## src/rtl/pipe_pkg.sv

```systemverilog
// -----------------------------------------------------------------------------
// pipe_pkg -- shared definitions for the pipeline hazard controller.
//   FWD_REG / FWD_EXM / FWD_MWB : ALU operand-select encodings
//   state_e                     : hazard FSM states (RUN, LDSTALL, FLUSH)
//   slot_t                      : one scoreboard slot {valid, rd, regwrite, is_load}
//   slot_bubble()               : an invalid (NOP) scoreboard slot
// -----------------------------------------------------------------------------
package pipe_pkg;

    localparam logic [1:0] FWD_REG = 2'b00;  // operand from register file
    localparam logic [1:0] FWD_EXM = 2'b01;  // operand from EX/MEM ALU result
    localparam logic [1:0] FWD_MWB = 2'b10;  // operand from MEM/WB result

    typedef enum logic [1:0] {
        ST_RUN     = 2'b00,
        ST_LDSTALL = 2'b01,
        ST_FLUSH   = 2'b10
    } state_e;

    typedef struct packed {
        logic       valid;
        logic [4:0] rd;
        logic       regwrite;
        logic       is_load;
    } slot_t;

    function automatic slot_t slot_bubble();
        slot_t s;
        s.valid    = 1'b0;
        s.rd       = 5'd0;
        s.regwrite = 1'b0;
        s.is_load  = 1'b0;
        return s;
    endfunction

endpackage

```

## src/rtl/pipe_ctrl_if.sv

```systemverilog
// -----------------------------------------------------------------------------
// pipe_ctrl_if -- ID-stage / branch inputs and hazard-control outputs of
// pipe_ctrl grouped into one bundle.
//   master : drives the ID fields and br_taken, observes the controls
//   slave  : the controller itself
//   SCNT_W : width of stall_cnt
// -----------------------------------------------------------------------------
interface pipe_ctrl_if #(
    parameter int SCNT_W = 16
);
    logic              id_valid;
    logic [4:0]        id_rs;
    logic [4:0]        id_rt;
    logic              id_uses_rs;
    logic              id_uses_rt;
    logic [4:0]        id_rd;
    logic              id_regwrite;
    logic              id_is_load;
    logic              br_taken;
    logic              stall_if;
    logic              stall_id;
    logic              bubble_ex;
    logic              flush_if;
    logic [1:0]        fwd_a;
    logic [1:0]        fwd_b;
    logic [SCNT_W-1:0] stall_cnt;

    modport master (
        output id_valid, id_rs, id_rt, id_uses_rs, id_uses_rt,
               id_rd, id_regwrite, id_is_load, br_taken,
        input  stall_if, stall_id, bubble_ex, flush_if,
               fwd_a, fwd_b, stall_cnt
    );

    modport slave (
        input  id_valid, id_rs, id_rt, id_uses_rs, id_uses_rt,
               id_rd, id_regwrite, id_is_load, br_taken,
        output stall_if, stall_id, bubble_ex, flush_if,
               fwd_a, fwd_b, stall_cnt
    );
endinterface

```

## src/rtl/pipe_ctrl_match.sv

```systemverilog
// -----------------------------------------------------------------------------
// pipe_ctrl_match -- decides whether one scoreboard slot produces the value
// one ID source operand needs.
//   slot_valid_i, slot_rd_i, slot_regwrite_i : slot contents
//   src_i, src_used_i                        : ID source register and read flag
//   match_o                                  : slot result is needed by source
// r0 never matches: it is hardwired to zero and writes to it are discarded.
// -----------------------------------------------------------------------------
module pipe_ctrl_match (
    input  logic       slot_valid_i,
    input  logic [4:0] slot_rd_i,
    input  logic       slot_regwrite_i,
    input  logic [4:0] src_i,
    input  logic       src_used_i,
    output logic       match_o
);
    assign match_o = slot_valid_i & slot_regwrite_i & src_used_i &
                     (slot_rd_i != 5'd0) & (slot_rd_i == src_i);
endmodule

```

## src/rtl/pipe_ctrl.sv

```systemverilog
// -----------------------------------------------------------------------------
// pipe_ctrl -- hazard controller for a 5-stage pipeline: tracks EX/MEM/WB
// destinations, raises load-use stalls, squashes on taken branches, selects
// ALU operand forwarding and counts lost cycles.
//   clk, rst  : clock, asynchronous active-high reset
//   ctrl_if   : pipe_ctrl_if.slave (ID fields, br_taken in; stall_if,
//               stall_id, bubble_ex, flush_if, fwd_a, fwd_b, stall_cnt out)
//   SCNT_W    : stall_cnt width (saturating)
// Build option PIPE_CTRL_FORWARD_EN: when defined, operands are forwarded
// from EX/MEM and MEM/WB and only a load directly ahead costs one stall cycle.
// When undefined, fwd_* stay 00 and ID waits while EX or MEM still owes a
// source (WB is written before the register-file read).
// -----------------------------------------------------------------------------
module pipe_ctrl
    import pipe_pkg::*;
#(
    parameter int SCNT_W = 16
) (
    input logic       clk,
    input logic       rst,
    pipe_ctrl_if.slave ctrl_if
);
    localparam int SB_EX  = 0;
    localparam int SB_MEM = 1;
    localparam int SB_WB  = 2;

`ifdef PIPE_CTRL_FORWARD_EN
    localparam state_e STALL_NEXT = ST_LDSTALL;
`else
    localparam state_e STALL_NEXT = ST_RUN;
`endif

    slot_t             sb_q [3];
    slot_t             ex_d;
    state_e            state_q, state_d;
    logic [1:0]        fwd_a_q, fwd_a_d, fwd_b_q, fwd_b_d;
    logic [SCNT_W-1:0] cnt_q, cnt_d;
    logic              m_ex_rs, m_ex_rt, m_mem_rs, m_mem_rt;
    logic              hazard_s, stall_s, flush_s, issue_s;

    pipe_ctrl_match u_m_ex_rs (.slot_valid_i(sb_q[SB_EX].valid), .slot_rd_i(sb_q[SB_EX].rd),
        .slot_regwrite_i(sb_q[SB_EX].regwrite), .src_i(ctrl_if.id_rs),
        .src_used_i(ctrl_if.id_uses_rs), .match_o(m_ex_rs));
    pipe_ctrl_match u_m_ex_rt (.slot_valid_i(sb_q[SB_EX].valid), .slot_rd_i(sb_q[SB_EX].rd),
        .slot_regwrite_i(sb_q[SB_EX].regwrite), .src_i(ctrl_if.id_rt),
        .src_used_i(ctrl_if.id_uses_rt), .match_o(m_ex_rt));
    pipe_ctrl_match u_m_mem_rs (.slot_valid_i(sb_q[SB_MEM].valid), .slot_rd_i(sb_q[SB_MEM].rd),
        .slot_regwrite_i(sb_q[SB_MEM].regwrite), .src_i(ctrl_if.id_rs),
        .src_used_i(ctrl_if.id_uses_rs), .match_o(m_mem_rs));
    pipe_ctrl_match u_m_mem_rt (.slot_valid_i(sb_q[SB_MEM].valid), .slot_rd_i(sb_q[SB_MEM].rd),
        .slot_regwrite_i(sb_q[SB_MEM].regwrite), .src_i(ctrl_if.id_rt),
        .src_used_i(ctrl_if.id_uses_rt), .match_o(m_mem_rt));

    // Hazard detection: which ID reads cannot be satisfied this cycle.
    always_comb begin
`ifdef PIPE_CTRL_FORWARD_EN
        hazard_s = ctrl_if.id_valid & sb_q[SB_EX].is_load & (m_ex_rs | m_ex_rt);
`else
        hazard_s = ctrl_if.id_valid & (m_ex_rs | m_ex_rt | m_mem_rs | m_mem_rt);
`endif
    end

    // FSM next state and stall/flush decisions; a taken branch overrides any stall.
    always_comb begin
        state_d = state_q;
        stall_s = 1'b0;
        flush_s = 1'b0;
        case (state_q)
            ST_RUN: begin
                if (ctrl_if.br_taken) begin
                    flush_s = 1'b1;
                    state_d = ST_FLUSH;
                end else if (hazard_s) begin
                    stall_s = 1'b1;
                    state_d = STALL_NEXT;
                end else begin
                    state_d = ST_RUN;
                end
            end
            ST_LDSTALL: begin
                // The load has moved to MEM; the consumer can now issue.
                if (ctrl_if.br_taken) begin
                    flush_s = 1'b1;
                    state_d = ST_FLUSH;
                end else begin
                    state_d = ST_RUN;
                end
            end
            ST_FLUSH: begin
                // Second flush cycle; a new taken branch restarts the pair.
                flush_s = 1'b1;
                if (ctrl_if.br_taken) begin
                    state_d = ST_FLUSH;
                end else begin
                    state_d = ST_RUN;
                end
            end
            default: begin
                state_d = ST_RUN;
            end
        endcase
    end

    // EX slot load, operand-select and counter next values.
    always_comb begin
        issue_s = ctrl_if.id_valid & ~stall_s & ~flush_s;
        ex_d    = slot_bubble();
        fwd_a_d = FWD_REG;
        fwd_b_d = FWD_REG;
        if (issue_s) begin
            ex_d.valid    = 1'b1;
            ex_d.rd       = ctrl_if.id_rd;
            ex_d.regwrite = ctrl_if.id_regwrite;
            ex_d.is_load  = ctrl_if.id_is_load;
`ifdef PIPE_CTRL_FORWARD_EN
            // Youngest producer wins when both EX and MEM match.
            fwd_a_d = m_ex_rs ? FWD_EXM : (m_mem_rs ? FWD_MWB : FWD_REG);
            fwd_b_d = m_ex_rt ? FWD_EXM : (m_mem_rt ? FWD_MWB : FWD_REG);
`endif
        end else begin
            ex_d = slot_bubble();
        end
        if ((stall_s | flush_s) && (cnt_q != {SCNT_W{1'b1}})) begin
            cnt_d = cnt_q + SCNT_W'(1'b1);
        end else begin
            cnt_d = cnt_q;
        end
    end

    // State, scoreboard and registered outputs.
    always_ff @(posedge clk or posedge rst) begin
        if (rst) begin
            state_q      <= ST_RUN;
            sb_q[SB_EX]  <= slot_bubble();
            sb_q[SB_MEM] <= slot_bubble();
            sb_q[SB_WB]  <= slot_bubble();
            fwd_a_q      <= FWD_REG;
            fwd_b_q      <= FWD_REG;
            cnt_q        <= {SCNT_W{1'b0}};
        end else begin
            state_q      <= state_d;
            sb_q[SB_EX]  <= ex_d;
            sb_q[SB_MEM] <= sb_q[SB_EX];
            sb_q[SB_WB]  <= sb_q[SB_MEM];
            fwd_a_q      <= fwd_a_d;
            fwd_b_q      <= fwd_b_d;
            cnt_q        <= cnt_d;
        end
    end

    assign ctrl_if.stall_if  = stall_s;
    assign ctrl_if.stall_id  = stall_s;
    assign ctrl_if.bubble_ex = stall_s | flush_s;
    assign ctrl_if.flush_if  = flush_s;
    assign ctrl_if.fwd_a     = fwd_a_q;
    assign ctrl_if.fwd_b     = fwd_b_q;
    assign ctrl_if.stall_cnt = cnt_q;

endmodule

```

## src/flat_wrapper.sv

```systemverilog
// flat-port wrapper written by rule: the top's interface ports become plain ports
module pipe_ctrl_flat import pipe_pkg::*;
#(
    parameter int SCNT_W = 16
)
  (clk, rst, ctrl_if_id_valid, ctrl_if_id_rs, ctrl_if_id_rt, ctrl_if_id_uses_rs, ctrl_if_id_uses_rt, ctrl_if_id_rd, ctrl_if_id_regwrite, ctrl_if_id_is_load, ctrl_if_br_taken, ctrl_if_stall_if, ctrl_if_stall_id, ctrl_if_bubble_ex, ctrl_if_flush_if, ctrl_if_fwd_a, ctrl_if_fwd_b, ctrl_if_stall_cnt);
  pipe_ctrl_if #(.SCNT_W(SCNT_W)) ctrl_if_i ();
  input logic clk;
  input logic rst;
  input wire logic [$bits(ctrl_if_i.id_valid)-1:0] ctrl_if_id_valid;
  input wire logic [$bits(ctrl_if_i.id_rs)-1:0] ctrl_if_id_rs;
  input wire logic [$bits(ctrl_if_i.id_rt)-1:0] ctrl_if_id_rt;
  input wire logic [$bits(ctrl_if_i.id_uses_rs)-1:0] ctrl_if_id_uses_rs;
  input wire logic [$bits(ctrl_if_i.id_uses_rt)-1:0] ctrl_if_id_uses_rt;
  input wire logic [$bits(ctrl_if_i.id_rd)-1:0] ctrl_if_id_rd;
  input wire logic [$bits(ctrl_if_i.id_regwrite)-1:0] ctrl_if_id_regwrite;
  input wire logic [$bits(ctrl_if_i.id_is_load)-1:0] ctrl_if_id_is_load;
  input wire logic [$bits(ctrl_if_i.br_taken)-1:0] ctrl_if_br_taken;
  output wire logic [$bits(ctrl_if_i.stall_if)-1:0] ctrl_if_stall_if;
  output wire logic [$bits(ctrl_if_i.stall_id)-1:0] ctrl_if_stall_id;
  output wire logic [$bits(ctrl_if_i.bubble_ex)-1:0] ctrl_if_bubble_ex;
  output wire logic [$bits(ctrl_if_i.flush_if)-1:0] ctrl_if_flush_if;
  output wire logic [$bits(ctrl_if_i.fwd_a)-1:0] ctrl_if_fwd_a;
  output wire logic [$bits(ctrl_if_i.fwd_b)-1:0] ctrl_if_fwd_b;
  output wire logic [$bits(ctrl_if_i.stall_cnt)-1:0] ctrl_if_stall_cnt;
  assign ctrl_if_i.id_valid = ctrl_if_id_valid;
  assign ctrl_if_i.id_rs = ctrl_if_id_rs;
  assign ctrl_if_i.id_rt = ctrl_if_id_rt;
  assign ctrl_if_i.id_uses_rs = ctrl_if_id_uses_rs;
  assign ctrl_if_i.id_uses_rt = ctrl_if_id_uses_rt;
  assign ctrl_if_i.id_rd = ctrl_if_id_rd;
  assign ctrl_if_i.id_regwrite = ctrl_if_id_regwrite;
  assign ctrl_if_i.id_is_load = ctrl_if_id_is_load;
  assign ctrl_if_i.br_taken = ctrl_if_br_taken;
  assign ctrl_if_stall_if = ctrl_if_i.stall_if;
  assign ctrl_if_stall_id = ctrl_if_i.stall_id;
  assign ctrl_if_bubble_ex = ctrl_if_i.bubble_ex;
  assign ctrl_if_flush_if = ctrl_if_i.flush_if;
  assign ctrl_if_fwd_a = ctrl_if_i.fwd_a;
  assign ctrl_if_fwd_b = ctrl_if_i.fwd_b;
  assign ctrl_if_stall_cnt = ctrl_if_i.stall_cnt;
  pipe_ctrl #(.SCNT_W(SCNT_W)) u_core (.clk(clk), .rst(rst), .ctrl_if(ctrl_if_i));
endmodule
```

## config.mk

```make
export PLATFORM = sky130hd
export DESIGN_NAME = pipe_ctrl_flat
export DESIGN_NICKNAME = d
export VERILOG_FILES = /design/src/rtl/pipe_pkg.sv /design/src/rtl/pipe_ctrl_if.sv /design/src/rtl/pipe_ctrl_match.sv /design/src/rtl/pipe_ctrl.sv /design/src/flat_wrapper.sv
export SDC_FILE = /design/constraint.sdc
export NUM_CORES = 1
export LEC_CHECK = 0
export BUFFER_PORTS_ARGS = -buffer_cell sky130_fd_sc_hd__buf_2
export CORE_ASPECT_RATIO = 1.4
export CORE_MARGIN = 1
export CORE_UTILIZATION = 45
export DETAILED_ROUTE_END_ITERATION = 8
export PLACE_DENSITY = 0.79
export SYNTH_ARGS = -nofsm -noshare
export SYNTH_HDL_FRONTEND = slang
export SYNTH_SLANG_ARGS = --single-unit
export TNS_END_PERCENT = 1
```

## constraint.sdc

```tcl
create_clock -name clk -period 4.19 [get_ports clk]
set_clock_uncertainty 0.2 [all_clocks]
set_input_delay 0.419 -clock clk [delete_from_list [all_inputs] [get_ports clk]]
set_output_delay 0.419 -clock clk [all_outputs]
set_load 0.02 [all_outputs]
```

==> reports/qor.csv <==
metric,value,unit
status,completed,
CTS buffer count,5,
Power Dens Cells,504.6,mW/mm²
Final Cycle Share,0.6459,
largest net degree at the start of global routing,32,
iteration-0 DRC count of the detailed router,26,
Post-CTS Setup Inserts,0,
"most common cell after layout, fill and taps aside",buf_2,
xor/xnor share of the synthesized area,0.2028,
Compound-Gate Fraction of Synth Area,0.04801,
final net count,206,
Tot Pwr,0.9324,mW
Peak VDD IR,0.0003950,V
hold_buf cts,0,
YS warnings,0,
Fin Setup TNS,0,ns
root buffer cell,clkbuf_8,
actual slew at the worst max-slew pin,1.129,ns
TritonRoute pass-1 iters,6,
register area share after synthesis,0.5132,
post-synthesis register bit count,31,
DIE HEIGHT,70.57,µm
Tmin final,2.706,ns
Cells after Synth,138,
post-DR wirelength/cell,14.04,µm
GRT Total Usage,0.2019,
Final Max Slew Viols,0,
Achievable Freq,369.5,MHz
area delta synth->final,22.27,%
residual overflow from global routing,0,
Routed WL,3116,µm
DRC,0,
simple logic cell fraction of the synthesized area,0.1796,
critical path type,flip-flop to output port,
clock sinks,31,
Top Ports,47,
Worst-Skew Late Latency,0.28,ns
# diodes,0,
"Cell Area, Synth",0.001511,mm²
Yosys cell types,27,
Placeable Area,0.003153,mm²
largest family of logic cells by synthesized area,XOR/XNOR gates,
first-pass GRT wire length,5326,µm
num rows,24,
# Max-Cap Violations,0,
Post-Syn Area per Cell,10.95,µm²
Detail Placement HPWL,2372,µm
Die W,50.98,µm
Fill cells,297,
die area,0.003598,mm²
clk buf depth,2,
DR vias,1136,
Final Util,0.5861,
Initial Util,0.4794,
Antenna Nets Post-Route,0,
"commonest non-fill, non-tap cells in the layout","41 x buf_2, 33 x xnor2_1, 31 x dfrtp_1",
antenna violations before repair,0,
crit-path max FO,4,
CTS tree,built,
endpoint class of the critical path,output port,
GP Congestion,0.8017,
worst endpoint required time,3.57,ns
mux share of post-synthesis cell area,0.009934,
share of cells above drive strength 1,0.2842,
Pleak,0.8731,nW
routed vias/inst,5.117,
final hold violations,0,
Post-Place Worst Slack,1.765,ns
CP startpoint kind,flip-flop,
"Setup violations, final",0,
CP arrival,2.09,ns
Min-Delay Path Class,input pin to flip-flop,
final worst slack,1.484,ns
adder-cell share of the synthesized area,0.008278,
H-tree levels,2,
vias in the first global route,1152,
Clock transition at path regs,0.07,ns
post-CTS sizing,0,
input/output buffers,41,
Rel. slew slack,0.2467,
RSZ-0062 raised after global routing,false,
## cells in the mapped netlist
master	number	area (µm²)
or3_1	2	12.51
ha_1	1	12.51
nand3_1	10	50.05
and3_1	4	25.02
o311a_1	2	20.02
nor4_1	1	6.260
mux2_4	1	15.01
and4_1	1	8.760
conb_1	1	3.750
o22ai_1	2	12.51
nor3_1	1	5.000
and2_1	7	43.79
clkbuf_1	1	3.750
a211oi_1	1	7.510
nor2_1	3	11.26
xnor2_1	33	289.0
o21ai_1	1	5.000
dfrtp_1	31	775.7
o2bb2ai_2	1	15.01
nand4_1	8	50.05
nand2_1	14	52.55
a22oi_2	1	12.51
buf_2	1	5.000
inv_1	2	7.510
buf_4	5	37.54
xor2_1	2	17.52
nand2b_1	1	6.260
## report_power, final
| part | internal [mW] | switching [mW] |
|---|---|---|
| Sequential | 0.344 | 0.0598 |
| Combinational | 0.0973 | 0.129 |
| Clock | 0.192 | 0.109 |
## logic make-up (layout without fill, tap and decap cells)
| group | Yosys count | in the layout |
|---|---|---|
| XOR/XNOR | 35 | 35 |
| buffers and inverters | 9 | 51 |
| adder cells (fa/ha/maj) | 1 | 1 |
| flip-flops | 31 | 31 |
| other | 1 | 4 |
| AND/OR/NAND/NOR | 52 | 52 |
| AO/OA/AOI/OAI | 8 | 8 |
| multiplexers | 1 | 1 |
## cell type report
type                    instances  area [µm²]  area share
clock buffers                   6       82.58     0.04469
clock inverters                 2       35.03     0.01896
inverters                       2       7.507    0.004062
multi-input cells             101       693.2      0.3751
flip-flops and latches         31       775.7      0.4198
well taps                      39       48.80     0.02640
repair buffers                 41       205.2      0.1110
## path summary, 6_finish.rpt
| check | endpoint | cells after the start | start | slack (ns) |
|---|---|---|---|---|
| min in group asynchronous | u_core.state_q[1]$_DFF_PP0_ | 2 | rst | 0.22 |
| max in group asynchronous | u_core.ctrl_if.stall_cnt[9]$_DFFE_PP0P_ | 2 | rst | 2.89 |
| worst min register to register | u_core.sb_q[15]$_DFF_PP0_ | 0 | u_core.sb_q[23]$_DFF_PP0_ | 0.18 |
| worst min-delay path | u_core.state_q[1]$_DFF_PP0_ | 1 | ctrl_if_br_taken | 0.05 |
| worst max-delay path | ctrl_if_stall_if | 6 | u_core.sb_q[10]$_DFF_PP0_ | 1.48 |
| worst max register to register | u_core.ctrl_if.stall_cnt[1]$_DFFE_PP0P_ | 6 | u_core.ctrl_if.stall_cnt[5]$_DFFE_PP0P_ | 1.88 |
## layer usage
metal / track usage / routed length (µm)
met5: 0 / 0
met4: 0.08025 / 51
met2: 0.3421 / 1666
met3: 0.05806 / 176
met1: 0.2360 / 1222
## registers in the layout, indices dropped and copies added, names as in the netlist
name / cells
u_core.ctrl_if.stall_cnt: 16
u_core.sb_q: 14
u_core.state_q: 1
## worst max-delay path, stage by stage, from the launching register on
cell,delay (ns)
dfrtp_1,0.42
or3_1,0.40
o311a_1,0.31
a22oi_2,0.27
nand2b_1,0.19
nor2_1,0.07
buf_2,0.16
## per-stage QoR
step	instances	hold slack [ns]	cell area, µm²
2_1_floorplan	141	0.1539	1523
3_3_place_gp	214	0.1587	1730
3_5_place_dp	214	0.1604	1730
4_1_cts	222	0.04296	1848
5_1_grt	222	0.04721	1848
6_report	222	0.05397	1848
Note: power is estimated with default switching activity, not from simulation.
